<file path="config.mk">
export PLATFORM = sky130hd
export DESIGN_NAME = little_digit_rom_arbiter
export DESIGN_NICKNAME = d
export VERILOG_FILES = /design/src/rtl/little_digit_pkg.sv /design/src/rtl/little_digit_tag_pipe.sv /design/src/rtl/little_digit_rom_arbiter.sv
export SDC_FILE = /design/constraint.sdc
export NUM_CORES = 1
export LEC_CHECK = 0
export ABC_AREA = 0
export BUFFER_PORTS_ARGS = -buffer_cell sky130_fd_sc_hd__buf_2
export CELL_PAD_IN_SITES_DETAIL_PLACEMENT = 1
export CELL_PAD_IN_SITES_GLOBAL_PLACEMENT = 1
export CORE_ASPECT_RATIO = 1.75
export CORE_UTILIZATION = 26
export CTS_CLUSTER_DIAMETER = 30
export DETAILED_ROUTE_END_ITERATION = 10
export PLACE_DENSITY_LB_ADDON = 0.1
export SLEW_MARGIN = 20
export SYNTH_ARGS = -nofsm -noshare
export SYNTH_HDL_FRONTEND = slang
export SYNTH_SLANG_ARGS = --single-unit
</file>
<file path="constraint.sdc">
create_clock -name clk -period 1.44 [get_ports clk]
set_clock_uncertainty 0.15 [all_clocks]
set_input_delay 0.072 -clock clk [delete_from_list [all_inputs] [get_ports clk]]
set_output_delay 0.072 -clock clk [all_outputs]
set_load 0.1 [all_outputs]
</file>
<file path="src/rtl/little_digit_pkg.sv">
// Shared types and the glyph address helper for the little-digit font ROM arbiter.
package little_digit_pkg;

  localparam int CODE_W = 7;
  localparam int ADDR_W = 11;
  localparam int COL_W  = 3;

  typedef logic [ADDR_W-1:0] glyph_addr_t;

  typedef struct packed {
    logic valid;
    logic port;
  } rd_tag_t;

  // Only code[6:0], row[0] and col[2:0] select a glyph bit.
  function automatic glyph_addr_t glyph_addr(input logic [CODE_W-1:0] code,
                                             input logic              row0,
                                             input logic [COL_W-1:0]  col);
    return {code, row0, col};
  endfunction

endpackage

</file>
<file path="src/rtl/little_digit_tag_pipe.sv">
// Fixed-depth shift register carrying read tags alongside the ROM access.
module little_digit_tag_pipe
  import little_digit_pkg::*;
#(
  parameter int DEPTH = 2
) (
  input  logic    clk,
  input  logic    clr_i,
  input  rd_tag_t tag_i,
  output rd_tag_t tag_o
);

  rd_tag_t stage_q [DEPTH];

  // Clearing drops every in-flight tag so no stale response survives.
  always_ff @(posedge clk) begin
    if (clr_i) begin
      for (int i = 0; i < DEPTH; i++) stage_q[i] <= '0;
    end else begin
      stage_q[0] <= tag_i;
      for (int i = 1; i < DEPTH; i++) stage_q[i] <= stage_q[i-1];
    end
  end

  assign tag_o = stage_q[DEPTH-1];

endmodule

</file>
<file path="src/rtl/little_digit_rom_arbiter.sv">
// Two-port arbiter in front of the single-port font ROM; port 0 has priority
// except when port 1 has been starved for STARVE_MAX cycles.
module little_digit_rom_arbiter
  import little_digit_pkg::*;
#(
  parameter int ROM_LAT    = 1,
  parameter int ROM_DW     = 1,
  parameter int STARVE_MAX = 4
) (
  input  logic              clk,
  input  logic              rst,
  input  logic              p0_req,
  input  logic [7:0]        p0_code,
  input  logic [2:0]        p0_row,
  input  logic [10:0]       p0_col,
  output logic              p0_gnt,
  output logic              p0_rvalid,
  output logic [ROM_DW-1:0] p0_rdata,
  input  logic              p1_req,
  input  logic [7:0]        p1_code,
  input  logic [2:0]        p1_row,
  input  logic [10:0]       p1_col,
  output logic              p1_gnt,
  output logic              p1_rvalid,
  output logic [ROM_DW-1:0] p1_rdata,
  output logic              rom_en,
  output logic [ADDR_W-1:0] rom_addr,
  input  logic [ROM_DW-1:0] rom_dout
);

  localparam logic [3:0] STARVE_CAP = 4'(STARVE_MAX);

  logic [3:0]        starve_q, starve_d;
  logic              rom_en_q, rom_en_d;
  glyph_addr_t       rom_addr_q, rom_addr_d;
  logic              p0_rvalid_q, p0_rvalid_d, p1_rvalid_q, p1_rvalid_d;
  logic [ROM_DW-1:0] p0_rdata_q, p0_rdata_d, p1_rdata_q, p1_rdata_d;
  logic              p1_win_s;
  rd_tag_t           tag_in_s, tag_out_s;
  logic              unused_s;

  assign unused_s = ^{p0_code[7], p0_row[2:1], p0_col[10:3],
                      p1_code[7], p1_row[2:1], p1_col[10:3]};

  // Arbitration, starvation tracking and next-state for the issue/return registers.
  always_comb begin
    p1_win_s = p1_req && (!p0_req || (starve_q == STARVE_CAP));
    p1_gnt   = !rst && p1_win_s;
    p0_gnt   = !rst && p0_req && !p1_win_s;

    starve_d = 4'd0;
    if (p1_req && !p1_gnt) begin
      starve_d = (starve_q == STARVE_CAP) ? starve_q : starve_q + 4'd1;
    end

    tag_in_s.valid = p0_gnt || p1_gnt;
    tag_in_s.port  = p1_gnt;

    rom_en_d   = tag_in_s.valid;
    rom_addr_d = rom_addr_q;
    if (p1_gnt) begin
      rom_addr_d = glyph_addr(p1_code[6:0], p1_row[0], p1_col[2:0]);
    end else if (p0_gnt) begin
      rom_addr_d = glyph_addr(p0_code[6:0], p0_row[0], p0_col[2:0]);
    end else begin
      rom_addr_d = rom_addr_q;
    end

    // The tag leaving the pipe lines up with rom_dout for that read.
    p0_rvalid_d = tag_out_s.valid && !tag_out_s.port;
    p1_rvalid_d = tag_out_s.valid && tag_out_s.port;
    p0_rdata_d  = p0_rvalid_d ? rom_dout : p0_rdata_q;
    p1_rdata_d  = p1_rvalid_d ? rom_dout : p1_rdata_q;
  end

  // State registers with synchronous reset.
  always_ff @(posedge clk) begin
    if (rst) begin
      starve_q    <= 4'd0;
      rom_en_q    <= 1'b0;
      rom_addr_q  <= '0;
      p0_rvalid_q <= 1'b0;
      p1_rvalid_q <= 1'b0;
      p0_rdata_q  <= '0;
      p1_rdata_q  <= '0;
    end else begin
      starve_q    <= starve_d;
      rom_en_q    <= rom_en_d;
      rom_addr_q  <= rom_addr_d;
      p0_rvalid_q <= p0_rvalid_d;
      p1_rvalid_q <= p1_rvalid_d;
      p0_rdata_q  <= p0_rdata_d;
      p1_rdata_q  <= p1_rdata_d;
    end
  end

  little_digit_tag_pipe #(.DEPTH(1 + ROM_LAT)) u_tag_pipe (
    .clk   (clk),
    .clr_i (rst),
    .tag_i (tag_in_s),
    .tag_o (tag_out_s)
  );

  assign rom_en    = rom_en_q;
  assign rom_addr  = rom_addr_q;
  assign p0_rvalid = p0_rvalid_q;
  assign p1_rvalid = p1_rvalid_q;
  assign p0_rdata  = p0_rdata_q;
  assign p1_rdata  = p1_rdata_q;

endmodule

</file>
==> run summary, run 1 <==
The run finished, with violations left. The final reports fail on negative setup slack. Across the VDD grid, the largest voltage drop is 0.6569 mV. In this run, the number of DRC markers left after iteration 0 of detailed routing was 4.

For this design the ratio of total power to cell area is 933.0 mW/mm^2. The switching component of the power is 0.5537 mW, and the die height is 85.61 um. The tools report the final number of hold-violating endpoints as 0. Data on the critical path is required at its endpoint by 1.22 ns. The run gives 0.7562 nW as the leakage power total. The share of total power in combinational logic was 0.305.

The final net count came out at 223. The path class of the tightest hold or removal check is in2reg. STA puts the critical path data arrival time at 1.46 ns. 67 I/O pins were placed.

The clock input transition at the sequential cells of the worst setup and hold paths was 0.08 ns. The run gives 0.1569 as the total global routing track utilization. The run gives 0.5414 as the worst relative slew slack. Area fraction of the dominant cell type after synthesis: 0.4434.

The area overhead of the layout relative to synthesis is 61.81%, and the number of input and output port buffers inserted is 44. After synthesis, the mean cell area works out to 10.38 um^2. The internal portion of the total power is 1.014 mW.

The share of layout cells above drive strength 1 is 0.4971, and the total via count in the routed design is 1065. The x dimension of the die was 49.78 um; the number of buffers on the longest clock path was 2. Of all cell types, the one taking the most synthesized area is sky130_fd_sc_hd__dfxtp_1. The clock reaches the later pin of the worst-skew pair after 0.26 ns. For the relative contribution of the clock network to total power, the log shows 0.256.

The floorplan has 30 rows. TritonCTS built the clock tree. The logs give 0.004261 mm^2 for the die area and 0.4434 for the sequential fraction of the synthesis area. Setup repair after global routing could not meet its margin everywhere. The slack of the critical path is -0.2374 ns. Counting every net in the synthesized netlist gives 151. For the number of warnings printed during yosys synthesis, the log shows 0. Library cell used as clock root buffer: sky130_fd_sc_hd__clkbuf_8.

STA classifies the critical path endpoint as an output port. The routed wire length was 3044 um. Number of global-route vias before repair: 1152. For this run, the top clock speed supported by timing is 596.1 MHz. Initial core utilization: 0.2686. Entering global routing, the biggest net connects 14 pins. The final core area utilization was 0.4346.

For this run the aggregate overflow at the end of global routing stands at 0. The post-layout minimum cycle time is 1.677 ns. Across the run, the number of max-cap violations was 0.

The synthesized netlist occupies a cell area of 0.001038 mm^2. Counting flops and latches in the post-synthesis netlist gives 23. Of all nets on the critical path, the largest fanout is 4. Before antenna repair, the detailed router went through 5 iterations. For the number of setup violations in the final report, the log shows 8. The total number of H-tree levels is 1. The clock drives 23 sinks.

Portion of total power attributed to sequential cells: 0.439. Leaving out fill and tap cells, the most frequent cell in the layout is sky130_fd_sc_hd__buf_2. STA classifies the critical path startpoint as a register. Synthesis instantiated 30 different standard cells from the library. The average wire per standard cell works out to 13.90 um.

Using the TritonRoute via totals, the vias-per-cell ratio works out to 4.863. The number of antenna violations at the first check in global routing came out at 0. The repair_antennas step left the layout with diodes totalling 0.

In the layout the commonest cells are sky130_fd_sc_hd__buf_2 (42), sky130_fd_sc_hd__dlygate4sd3_1 (17), sky130_fd_sc_hd__dfxtp_1 (16). The run gives 3 as the number of CTS-inserted buffers. After floorplanning, the core was sized to cover 0.003866 mm^2. The post-route fraction of the period consumed by the critical path was 1.165.

After synthesis, the cell types taking the most area are sky130_fd_sc_hd__dfxtp_1 (44%), sky130_fd_sc_hd__a221o_1 (5.8%), sky130_fd_sc_hd__mux2_2 (5.4%), sky130_fd_sc_hd__and4b_1 (4.8%), sky130_fd_sc_hd__o221ai_1 (4.2%). Overall power after layout: 1.568 mW. Synthesis produced a netlist whose cell count is 100.

The last weighted congestion value of the routability-driven placer is 0.7010, and the number of slew-limit violations in the final report is 0. Once detail routing completed, the nets flagged for antenna violations numbered 0. For the pin with the worst max-slew slack, the measured transition is 0.6826 ns.

The critical path in this run is classified as reg2out. The switching share of total power is 0.3531, and the first-pass GRT wire length is 5112 um. Once detailed placement completed, the half-perimeter wirelength came to 2151 um.

After detailed routing, the number of remaining DRC violations is 0.
[per-stage QoR]
step | setup TNS [ns] | hold WS [ns] | std cells | cell area (um^2) | setup WS, ns
6_report | -1.294 | 0.005552 | 219 | 1680 | -0.2374
3_5_place_dp | -0.3054 | 0.1559 | 196 | 1409 | -0.05829
3_3_place_gp | -0.1443 | 0.1444 | 196 | 1409 | -0.03899
4_1_cts | -1.791 | 0.002687 | 219 | 1664 | -0.2741
2_1_floorplan | -4.549 | 0.05984 | 100 | 1060 | -0.6915
5_1_grt | -1.864 | 0.02077 | 219 | 1680 | -0.3060
[synth_stat cells]
library cell,number
sky130_fd_sc_hd__a221o_1,6
sky130_fd_sc_hd__o221ai_1,5
sky130_fd_sc_hd__nor3b_1,1
sky130_fd_sc_hd__mux2_2,5
sky130_fd_sc_hd__and3_1,1
sky130_fd_sc_hd__inv_1,3
sky130_fd_sc_hd__a21oi_1,1
sky130_fd_sc_hd__nor4_1,5
sky130_fd_sc_hd__buf_2,2
sky130_fd_sc_hd__clkbuf_1,1
sky130_fd_sc_hd__dfxtp_1,23
sky130_fd_sc_hd__nor2b_1,2
sky130_fd_sc_hd__nor2_1,8
sky130_fd_sc_hd__and4b_1,5
sky130_fd_sc_hd__inv_2,2
sky130_fd_sc_hd__and2_1,6
sky130_fd_sc_hd__xnor2_1,1
sky130_fd_sc_hd__nor3_1,5
sky130_fd_sc_hd__nand4_1,1
sky130_fd_sc_hd__mux2i_1,2
sky130_fd_sc_hd__o211a_4,1
sky130_fd_sc_hd__nand3_1,2
sky130_fd_sc_hd__buf_4,2
sky130_fd_sc_hd__a211oi_1,1
sky130_fd_sc_hd__nand2b_1,2
sky130_fd_sc_hd__nand2_1,2
sky130_fd_sc_hd__a211oi_4,1
sky130_fd_sc_hd__nor3_2,1
sky130_fd_sc_hd__ha_1,2
sky130_fd_sc_hd__nand3b_4,1
[critical path: stages (launching register included)]
cell	delay, ns
sky130_fd_sc_hd__dfxtp_2	0.33
sky130_fd_sc_hd__inv_2	0.06
sky130_fd_sc_hd__ha_4	0.15
sky130_fd_sc_hd__nand3b_4	0.11
sky130_fd_sc_hd__a211oi_4	0.24
sky130_fd_sc_hd__buf_6	0.14
sky130_fd_sc_hd__buf_12	0.16
[routing by layer]
layer | share of wire | GRT usage
met1 | 0.37 | 0.1514
met3 | 0.037 | 0.01950
met5 | 0 | 0
met4 | 0.019 | 0.07532
met2 | 0.58 | 0.3120
[power groups by stage]
stage               registers (mW)  logic [mW]  clock network, mW
floorplan                    0.908       0.111                  0
global placement             0.701       0.427                  0
detailed placement           0.702       0.431                  0
CTS                          0.688       0.475              0.431
global route                 0.693       0.502              0.439
finish                       0.688       0.478              0.402
[timing repair]
item,4_1_cts,5_1_grt
resized for setup,5,3
endpoints found under the hold margin,11,0
endpoints found under the setup margin,10,12
gates cloned,0,0
setup buffers,2,1
pin swaps,2,2
hold buffers,17,0
[path summary, 6_finish.rpt]
kind                             from                        to  slack, ns  cells past startpoint
max                       starve_q[0]                    p1_gnt      -0.24                      6
min                        p1_code[0]               rom_addr[4]      0.006                      3
max reg2reg               starve_q[0]              rom_addr[10]      -0.16                      6
min reg2reg  u_tag_pipe.stage_q[0][0]  u_tag_pipe.stage_q[0][2]       0.30                      1
[final cells by class]
| class | count | area (um^2) |
|---|---|---|
| Clock buffer | 3 | 41.29 |
| Tap cell | 48 | 60.06 |
| Timing Repair Buffer | 72 | 514.2 |
| Inverter | 5 | 18.77 |
| Sequential cell | 23 | 469.2 |
| Multi-Input combinational cell | 67 | 571.8 |
| Clock inverter | 1 | 5.005 |
| Fill cell | 455 | 2186 |
[sequential cells by signal (all words and copies together), names as in the netlist]
name / flops
p0_rdata: 1
p0_rvalid: 1
p1_rdata: 1
p1_rvalid: 1
rom_addr: 11
starve_q: 4
u_tag_pipe.stage_q: 4
[cell families (layout without fill, tap and decap cells)]
group | after synthesis | count (layout) | synth area share
AND/OR/NAND/NOR | 42 | 42 | 0.2566
flip-flops | 23 | 23 | 0.4434
AO/OA/AOI/OAI | 15 | 15 | 0.1482
buffers and inverters | 10 | 81 | 0.04578
multiplexers | 7 | 7 | 0.07349
adder cells (fa/ha/maj) | 2 | 2 | 0.02409
XOR/XNOR | 1 | 1 | 0.008435
No activity file was read; power rests on OpenSTA's default activity.
==> run 2, diff against run 1 <==
Settings changed: SKIP_CTS_REPAIR_TIMING set to 1.
==> run 2 against run 1 <==
  * The flow finishes with violations (negative hold slack, negative setup slack)
  * Routed wire length shrank 1.1%
  * Count of clock-buffer cells in the layout is the same
  * Power is 0.13% higher
  * Global-route usage is 2.1 points lower
  * Highest routed layer unchanged
  * Setup slack worse by 0.035 ns
  * Final area rose by 1.0%
  * Register-to-register slack worse by 0.02 ns
  * Clock power barely moved
  * Final cell count up 0.46%
  * Non-clock buffer count rose by 1
  * Largest power group unchanged
  * Largest cell class unchanged
  * Core utilization is 0.45 points higher
==> run summary, run 2 (synthesis gave the netlist of run 1 again) <==
The tree is rooted in a sky130_fd_sc_hd__clkbuf_8. The clock sink count was 23 (unchanged); the arrival time at the worst endpoint was 1.49 ns (+0.03 ns). The area overhead of the layout relative to synthesis came out at 63.49%.

In the layout the commonest cells are sky130_fd_sc_hd__buf_2 (42), sky130_fd_sc_hd__dfxtp_1 (16), sky130_fd_sc_hd__dlygate4sd3_1 (15). The run gives 1.22 ns (about the same) as the required time of the worst setup path. The tools report the slack of the critical path as -0.2723 ns (-0.03489 ns).

The run gives 220 (+0.46%) as the number of cells in the finished layout apart from fillers. For the sequential standard cell area, the log shows 469.2 um^2 (unchanged). The aggregate global routing overflow was 0 (unchanged); the highest ir drop seen on vdd was 0.6590 mV (+0.32%). The area of the multi-input gates is 583.1 um^2 (+2.0%), and the power density over the cells is 924.6 mW/mm^2 (-0.90%).

The run gives 584.0 MHz (-2.0%) as the maximum operating frequency. TritonCTS built the clock tree. Among all stages on the critical path, the largest delay is contributed by sky130_fd_sc_hd__dfxtp_2. For the total inserted antenna cells, the log shows 0 (unchanged). The number of design-rule violations left by the first detailed-router iteration was 10 (+6).

The detail-routed via count per cell came out at 4.818 (-0.92%). The count of max-cap constraint violations is 0 (unchanged). The most frequent standard cell in the layout excluding fill and tap cells is sky130_fd_sc_hd__buf_2. The number of flip-flops in the largest register came out at 11 (unchanged). The final reports fail on negative hold slack, negative setup slack.

The run gives 0.2686 (unchanged) as the initial core utilization. The number of buffers on the longest clock path came out at 2 (unchanged). Actual slew at the worst max-slew pin: 0.6699 ns (-0.01269 ns). The run gives 67 (unchanged) as the total I/O pin count. The logs give 2151 um (unchanged) for the half-perimeter wire length of the detailed placement result and 1060 (-0.47%) for the total via count in the routed design.

The run gives 14 (unchanged) as the maximum number of pins on one net before global-route repair. The maximum single-stage delay on the critical path came out at 0.33 ns (about the same). The flow ran to the end, but the final reports show violations. The number of cell rows was 30 (unchanged); the die area was 0.004261 mm^2 (unchanged).

The logs give 4429 um (-13%) for the first-pass GRT wire length and 0 (unchanged) for the number of remaining DRC errors. The number of instances in the placed design was 196 (unchanged); the final net count was 224 (+0.45%). The number of global-route vias before repair was 1027 (-11%); the number of CTS-inserted buffers was 3 (unchanged). The top cell family by delay on the critical path is flip-flops. Setup repair after global routing could not meet its margin everywhere. For the placeable core region, the log shows 0.003866 mm^2 (unchanged).

The buffer and inverter count on the worst path is 3 (unchanged). The logs give 0 (unchanged) for the number of slew-limit violations in the final report and 0.1363 (-0.02061) for the total global routing track utilization. The clock input transition at the sequential cells of the worst setup and hold paths was 0.08 ns (about the same); the post-detailed-route count of antenna-violating nets was 0 (unchanged). The die height is 85.61 um (unchanged). The biggest fanout along the worst timing path was 5 (+1). The worst min-delay path class is in2reg. Kind of critical path: reg2out. X dimension of the die: 49.78 um (unchanged). The number of input and output port buffers inserted works out to 44 (unchanged).

The tools report the worst relative slew slack as 0.5500 (+0.008526). The minimum hold slack came out at -0.02087 ns (-0.02642 ns). Category of the worst setup path launch point: a register. The worst setup path is captured at an output port.

For the number of antenna violations at the first check in global routing, the log shows 0 (unchanged). The number of setup violations in the final report came out at 12 (+4). The leakage power total came out at 0.7679 nW (+1.5%). The number of optimization iterations in the first detailed-route pass came out at 5 (unchanged).

The total of fill cells in the finished design is 456 (+0.22%), and the final number of hold-violating endpoints is 1 (+1). The share of layout cells above drive strength 1 works out to 0.5233 (+0.02618). For the last weighted congestion value of the routability-driven placer, the log shows 0.7010 (unchanged).

Post-layout minimum cycle time: 1.712 ns (+0.03489 ns). The total number of H-tree levels was 1 (unchanged). The post-route fraction of the period consumed by the critical path came out at 1.189 (+0.02423). The signal on the critical path passes through inv_2, ha_4, nand3b_4, o211a_4, buf_6, buf_12. The clock network latency to the later pin of the worst-skew pair is 0.26 ns (about the same), and the average wire per standard cell is 13.68 um (-1.6%). Routed wire length: 3010 um (-1.1%).
[run 2: cell count changes in the layout (fill, tap and decap cells not counted)]
cell	change
sky130_fd_sc_hd__nor4_1	-1
sky130_fd_sc_hd__buf_4	+2
sky130_fd_sc_hd__nor3_2	+1
sky130_fd_sc_hd__buf_6	+1
sky130_fd_sc_hd__nor4_2	+1
sky130_fd_sc_hd__dlygate4sd3_1	-2
sky130_fd_sc_hd__nor3_1	-1
[run 2: worst paths after layout]
check	startpoint	endpoint	slack (ns)	cells after the start
max	starve_q[0]	p0_gnt	-0.27	6
min	p1_code[2]	rom_addr[6]	-0.02	3
min reg2reg	u_tag_pipe.stage_q[0][0]	u_tag_pipe.stage_q[0][2]	0.30	1
max reg2reg	starve_q[0]	rom_addr[1]	-0.18	6
[run 2: final cells by class]
| class | instances | area share |
|---|---|---|
| Clock buffer | 3 | 0.02432 |
| Timing Repair Buffer | 73 | 0.3066 |
| Inverter | 5 | 0.01105 |
| Tap cell | 48 | 0.03537 |
| Sequential cell | 23 | 0.2763 |
| Clock inverter | 1 | 0.002948 |
| Multi-Input combinational cell | 67 | 0.3434 |
[run 2: through the flow]
stage	setup WS (ns)	total power, mW	util	setup TNS (ns)	area (um^2)
final	-0.2723	1.570	0.4392	-1.627	1698
after global placement	-0.03899	1.128	0.3644	-0.1443	1409
after detailed placement	-0.05829	1.133	0.3644	-0.3054	1409
after floorplan	-0.6915	1.019	-	-4.549	1060
after CTS	-0.3366	1.551	0.3764	-1.052	1455
after global routing	-0.3210	1.634	0.4392	-2.245	1698
[run 2: metal layers]
layer	GRT usage	routed length, um	part of all wire	up-vias
met4	0.07013	41	0.014	0
met3	0.01773	122	0.041	4
li1	-	-	-	515
met2	0.2690	1707	0.57	35
met5	0	0	0	-
met1	0.1308	1138	0.38	506
[run 2: worst reg2reg max path: stages (launching register included)]
cell                       delay [ns]
sky130_fd_sc_hd__dfxtp_2         0.33
sky130_fd_sc_hd__inv_2           0.06
sky130_fd_sc_hd__ha_4            0.15
sky130_fd_sc_hd__nand3b_4        0.11
sky130_fd_sc_hd__o211a_4         0.30
sky130_fd_sc_hd__buf_4           0.14
sky130_fd_sc_hd__a221o_1         0.28
[run 2: where the power goes]
| part | switching (mW) | leakage (nW) | internal (mW) |
|---|---|---|---|
| Clock | 0.209 | 0.0255 | 0.193 |
| Sequential | 0.0165 | 0.191 | 0.671 |
| Combinational | 0.330 | 0.551 | 0.149 |
==> run 3, diff against run 2 <==
Settings changed: ABC_AREA 0 to 1.
==> run 3 against run 2 <==
  * The run still ends with negative hold slack, negative setup slack left
  * Critical path type unchanged
  * Routed wire length shrank 0.63%
  * Largest power group unchanged
  * Via count grew 6.1%
  * Sequential cell count stayed put
==> run summary, run 3 <==
The number of warnings printed during yosys synthesis was 0 (unchanged). The tools report the number of design-rule violations left by the first detailed-router iteration as 6 (-4). The logs give 0.252 (-0.004) for the relative contribution of the clock network to total power and 0.1374 (+0.001067) for the total global routing track utilization. The initial core utilization was 0.2687 (about the same); the total via count in the routed design was 1125 (+6.1%). The compound-cell area share of the yosys netlist came out at 0.1065 (-0.04174). The number of CTS-inserted buffers was 3 (unchanged).

The mapped cell area is 0.001105 mm^2 (+6.4%), and the switching share of total power is 0.3767 (+0.02262). The tools report the setup slack at placement as -0.07026 ns (-0.01197 ns). Worst relative slew slack: 0.6745 (+0.1245). Setup repair after global routing could not meet its margin everywhere.

The arrival time at the worst endpoint is 1.46 ns (-0.03 ns), and the routing usage on met2 is 0.2416 (-0.02741). The actual slew at the worst max-slew pin was 0.4917 ns (-0.1782 ns). The post-layout minimum cycle time came out at 1.682 ns (-0.03038 ns).

The internal cell power came out at 0.9969 mW (-1.7%). The die area was 0.004524 mm^2 (+6.2%). The portion of total power attributed to sequential cells was 0.433 (-0.005); the number of flip-flops in the largest register was 11 (unchanged). The tools report the number of remaining DRC errors as 0 (unchanged). The maximum operating frequency is 594.5 MHz (+1.8%), and the x dimension of the die is 51.28 um (+3.0%).

The biggest fanout along the worst timing path came out at 3 (-2). The worst setup path is captured at an output port. The most common flop cell mapped by yosys was sky130_fd_sc_hd__dfxtp_1. The cell count after synthesis was 143 (+43%); the total I/O pin count was 67 (unchanged). The number of global-route vias before repair is 1106 (+7.7%), and the number of flops mapped to enable cells by yosys is 0 (unchanged). The logs give 258 (+15%) for the final net count and 1.22 ns (about the same) for the required time of the worst setup path. The multiplexer share of the synthesized area is 0 (-0.07349). TritonCTS built the clock tree.

The clock input transition at the sequential cells of the worst setup and hold paths was 0.09 ns (about the same); the share of total power in combinational logic was 0.315 (+0.010). Number of storage elements in the synthesis netlist: 23 (unchanged). The tools report the library cell used as clock root buffer as sky130_fd_sc_hd__clkbuf_8. The commonest cells after synthesis are sky130_fd_sc_hd__dfxtp_1 (23), sky130_fd_sc_hd__nand2_1 (23), sky130_fd_sc_hd__inv_1 (20).

The library cell used most frequently in the layout, excluding fill and tap cells, is sky130_fd_sc_hd__buf_2. The clock network latency to the later pin of the worst-skew pair came out at 0.26 ns (about the same). Async set or reset register ratio after synthesis: 0 (unchanged). The number of input and output port buffers inserted came out at 44 (unchanged).

For the total inserted antenna cells, the log shows 0 (unchanged). The run gives 0.02234 (+0.004606) as the fraction of met3 tracks used by global routing. The detail-routed via count per cell is 4.412 (-8.4%). The tools report the category of the worst setup path launch point as a register. The tools report the highest ir drop seen on vdd as 0.3791 mV (-42%). The number of setup violations in the final report is 7 (-5).

The final reports fail on negative hold slack, negative setup slack. For the maximum number of pins on one net before global-route repair, the log shows 18 (+4). For the aggregate global routing overflow, the log shows 0 (unchanged).

The power density over the cells works out to 985.6 mW/mm^2 (+6.6%). Area fraction of the dominant cell type after synthesis: 0.4168 (-0.02661). The number of slew-limit violations in the final report came out at 0 (unchanged). The first-pass GRT wire length was 4726 um (+6.7%). By area, the combinational part of the netlist is dominated by simple AND/OR/NAND/NOR gates. The leakage power total is 0.8021 nW (+4.5%). The tools report the number of different library cells in the post-synthesis netlist as 24 (-20%). The xor/xnor cell area share of the yosys netlist is 0.007928 (-0.0005062), and the net count of the mapped netlist is 194 (+28%).

For the routed wire length, the log shows 2991 um (-0.63%). The number of antenna violations at the first check in global routing came out at 0 (unchanged). The flow ran to the end, but the final reports show violations.

The total number of H-tree levels was 1 (unchanged). The placeable core region came out at 0.004111 mm^2 (+6.3%). The run gives 4 (-1) as the number of optimization iterations in the first detailed-route pass.

By area the synthesized netlist is led by sky130_fd_sc_hd__dfxtp_1 (42%), sky130_fd_sc_hd__nand3_1 (8.6%), sky130_fd_sc_hd__nand2_1 (7.8%), sky130_fd_sc_hd__inv_1 (6.8%), sky130_fd_sc_hd__nor2_1 (6.1%). The average size of a mapped cell was 7.726 um^2 (-26%). The dominant cell type by area after synthesis is sky130_fd_sc_hd__dfxtp_1. The last weighted congestion value of the routability-driven placer was 0.6700 (-4.4%).

The tools report the switching component of the power as 0.6026 mW (+8.4%). The simple-gate share of the synthesized area was 0.3239 (+0.06727); the area overhead of the layout relative to synthesis was 46.89%. The average wire per standard cell came out at 11.73 um (-14%). The sequential fraction of the synthesis area was 0.4168 (-0.02661). The number of buffers on the longest clock path is 2 (unchanged). The run gives 23 (unchanged) as the clock sink count.

The setup TNS is -1.077 ns (+0.5497 ns). The post-detailed-route count of antenna-violating nets is 0 (unchanged). Half-perimeter wire length of the detailed placement result: 2271 um (+5.6%).

The logs give 0.1618 (+0.03095) for the met1 routing resource usage after global routing and 31 (+3.3%) for the number of cell rows. For the final number of hold-violating endpoints, the log shows 5 (+4). The minimum hold slack came out at -0.03988 ns (-0.01901 ns). The library cells used most frequently in the layout, excluding fill and tap cells, are sky130_fd_sc_hd__buf_2 (42), sky130_fd_sc_hd__nand2_1 (23), sky130_fd_sc_hd__nand3_1 (19), sky130_fd_sc_hd__dfxtp_1 (19), sky130_fd_sc_hd__nor2_1 (18). The slack of the critical path was -0.2420 ns (+0.03038 ns). The path class of the tightest hold or removal check is in2reg. The adder-cell share of the synthesized area is 0.02265 (-0.001446), and the count of max-cap constraint violations is 0 (unchanged). The post-route fraction of the period consumed by the critical path is 1.168 (-0.02110), and the die height is 88.24 um (+3.1%).

Most heavily used metal layer in global routing: met2. The share of layout cells above drive strength 1 came out at 0.4029 (-0.1203). Kind of critical path: reg2out.
## run 3: final cells by class
class / count / area (um^2)
multi-input combinational: 92 / 534.3
timing repair buffer: 64 / 419.2
fill: 559 / 2489
clock inverter: 1 / 5.005
sequential: 23 / 465.4
inverter: 23 / 96.34
tap: 49 / 61.31
clock buffer: 3 / 41.29
## run 3: worst max-delay path, cell delays in order, from the launching register on
cell and delay, ns:
sky130_fd_sc_hd__dfxtp_2 0.33, sky130_fd_sc_hd__inv_2 0.07, sky130_fd_sc_hd__ha_4 0.14, sky130_fd_sc_hd__nand3_4 0.07, sky130_fd_sc_hd__o211ai_1 0.26, sky130_fd_sc_hd__clkinvlp_4 0.14, sky130_fd_sc_hd__buf_6 0.19
## run 3: cell families (layout without fill, tap and decap cells)
logic type | Yosys count | after routing
AOI/OAI and AO/OA | 17 | 17
xor gates and xnor gates | 1 | 1
adders and majority gates | 2 | 2
buffers and inverters | 28 | 91
DFF | 23 | 23
and+or+nand+nor | 72 | 72
## run 3: through the flow
stage | area (um^2) | utilization | instances | power (mW) | hold slack (ns)
global route | 1623 | 0.3947 | 255 | 1.683 | 0.007308
CTS | 1515 | 0.3685 | 246 | 1.605 | -0.08529
floorplan | 1136 | - | 143 | 1.081 | 0.07388
detailed placement | 1469 | 0.3573 | 242 | 1.191 | 0.2085
global placement | 1469 | 0.3573 | 242 | 1.180 | 0.2016
finish | 1623 | 0.3947 | 255 | 1.599 | -0.03988
## run 3: layer usage
layer | up-vias | wire length, um
met5 | - | 0
met2 | 28 | 1535
li1 | 578 | -
met4 | 0 | 21
met3 | 2 | 112
met1 | 517 | 1321
## run 3: power groups by stage
stage	combinational [mW]	sequential (mW)	clock, mW
CTS	0.484	0.693	0.427
global route	0.534	0.698	0.452
finish	0.504	0.693	0.403
detailed placement	0.483	0.708	0
global placement	0.474	0.706	0
floorplan	0.145	0.935	0
## run 3: path summary, 6_finish.rpt
path	to	cells past startpoint	startpoint	slack [ns]
hold reg to reg	u_tag_pipe.stage_q[0][2]	2	u_tag_pipe.stage_q[0][0]	0.26
setup / recovery	p0_gnt	6	starve_q[1]	-0.24
hold / removal	rom_addr[9]	4	p1_code[5]	-0.04
setup reg to reg	rom_addr[2]	11	starve_q[0]	-0.15
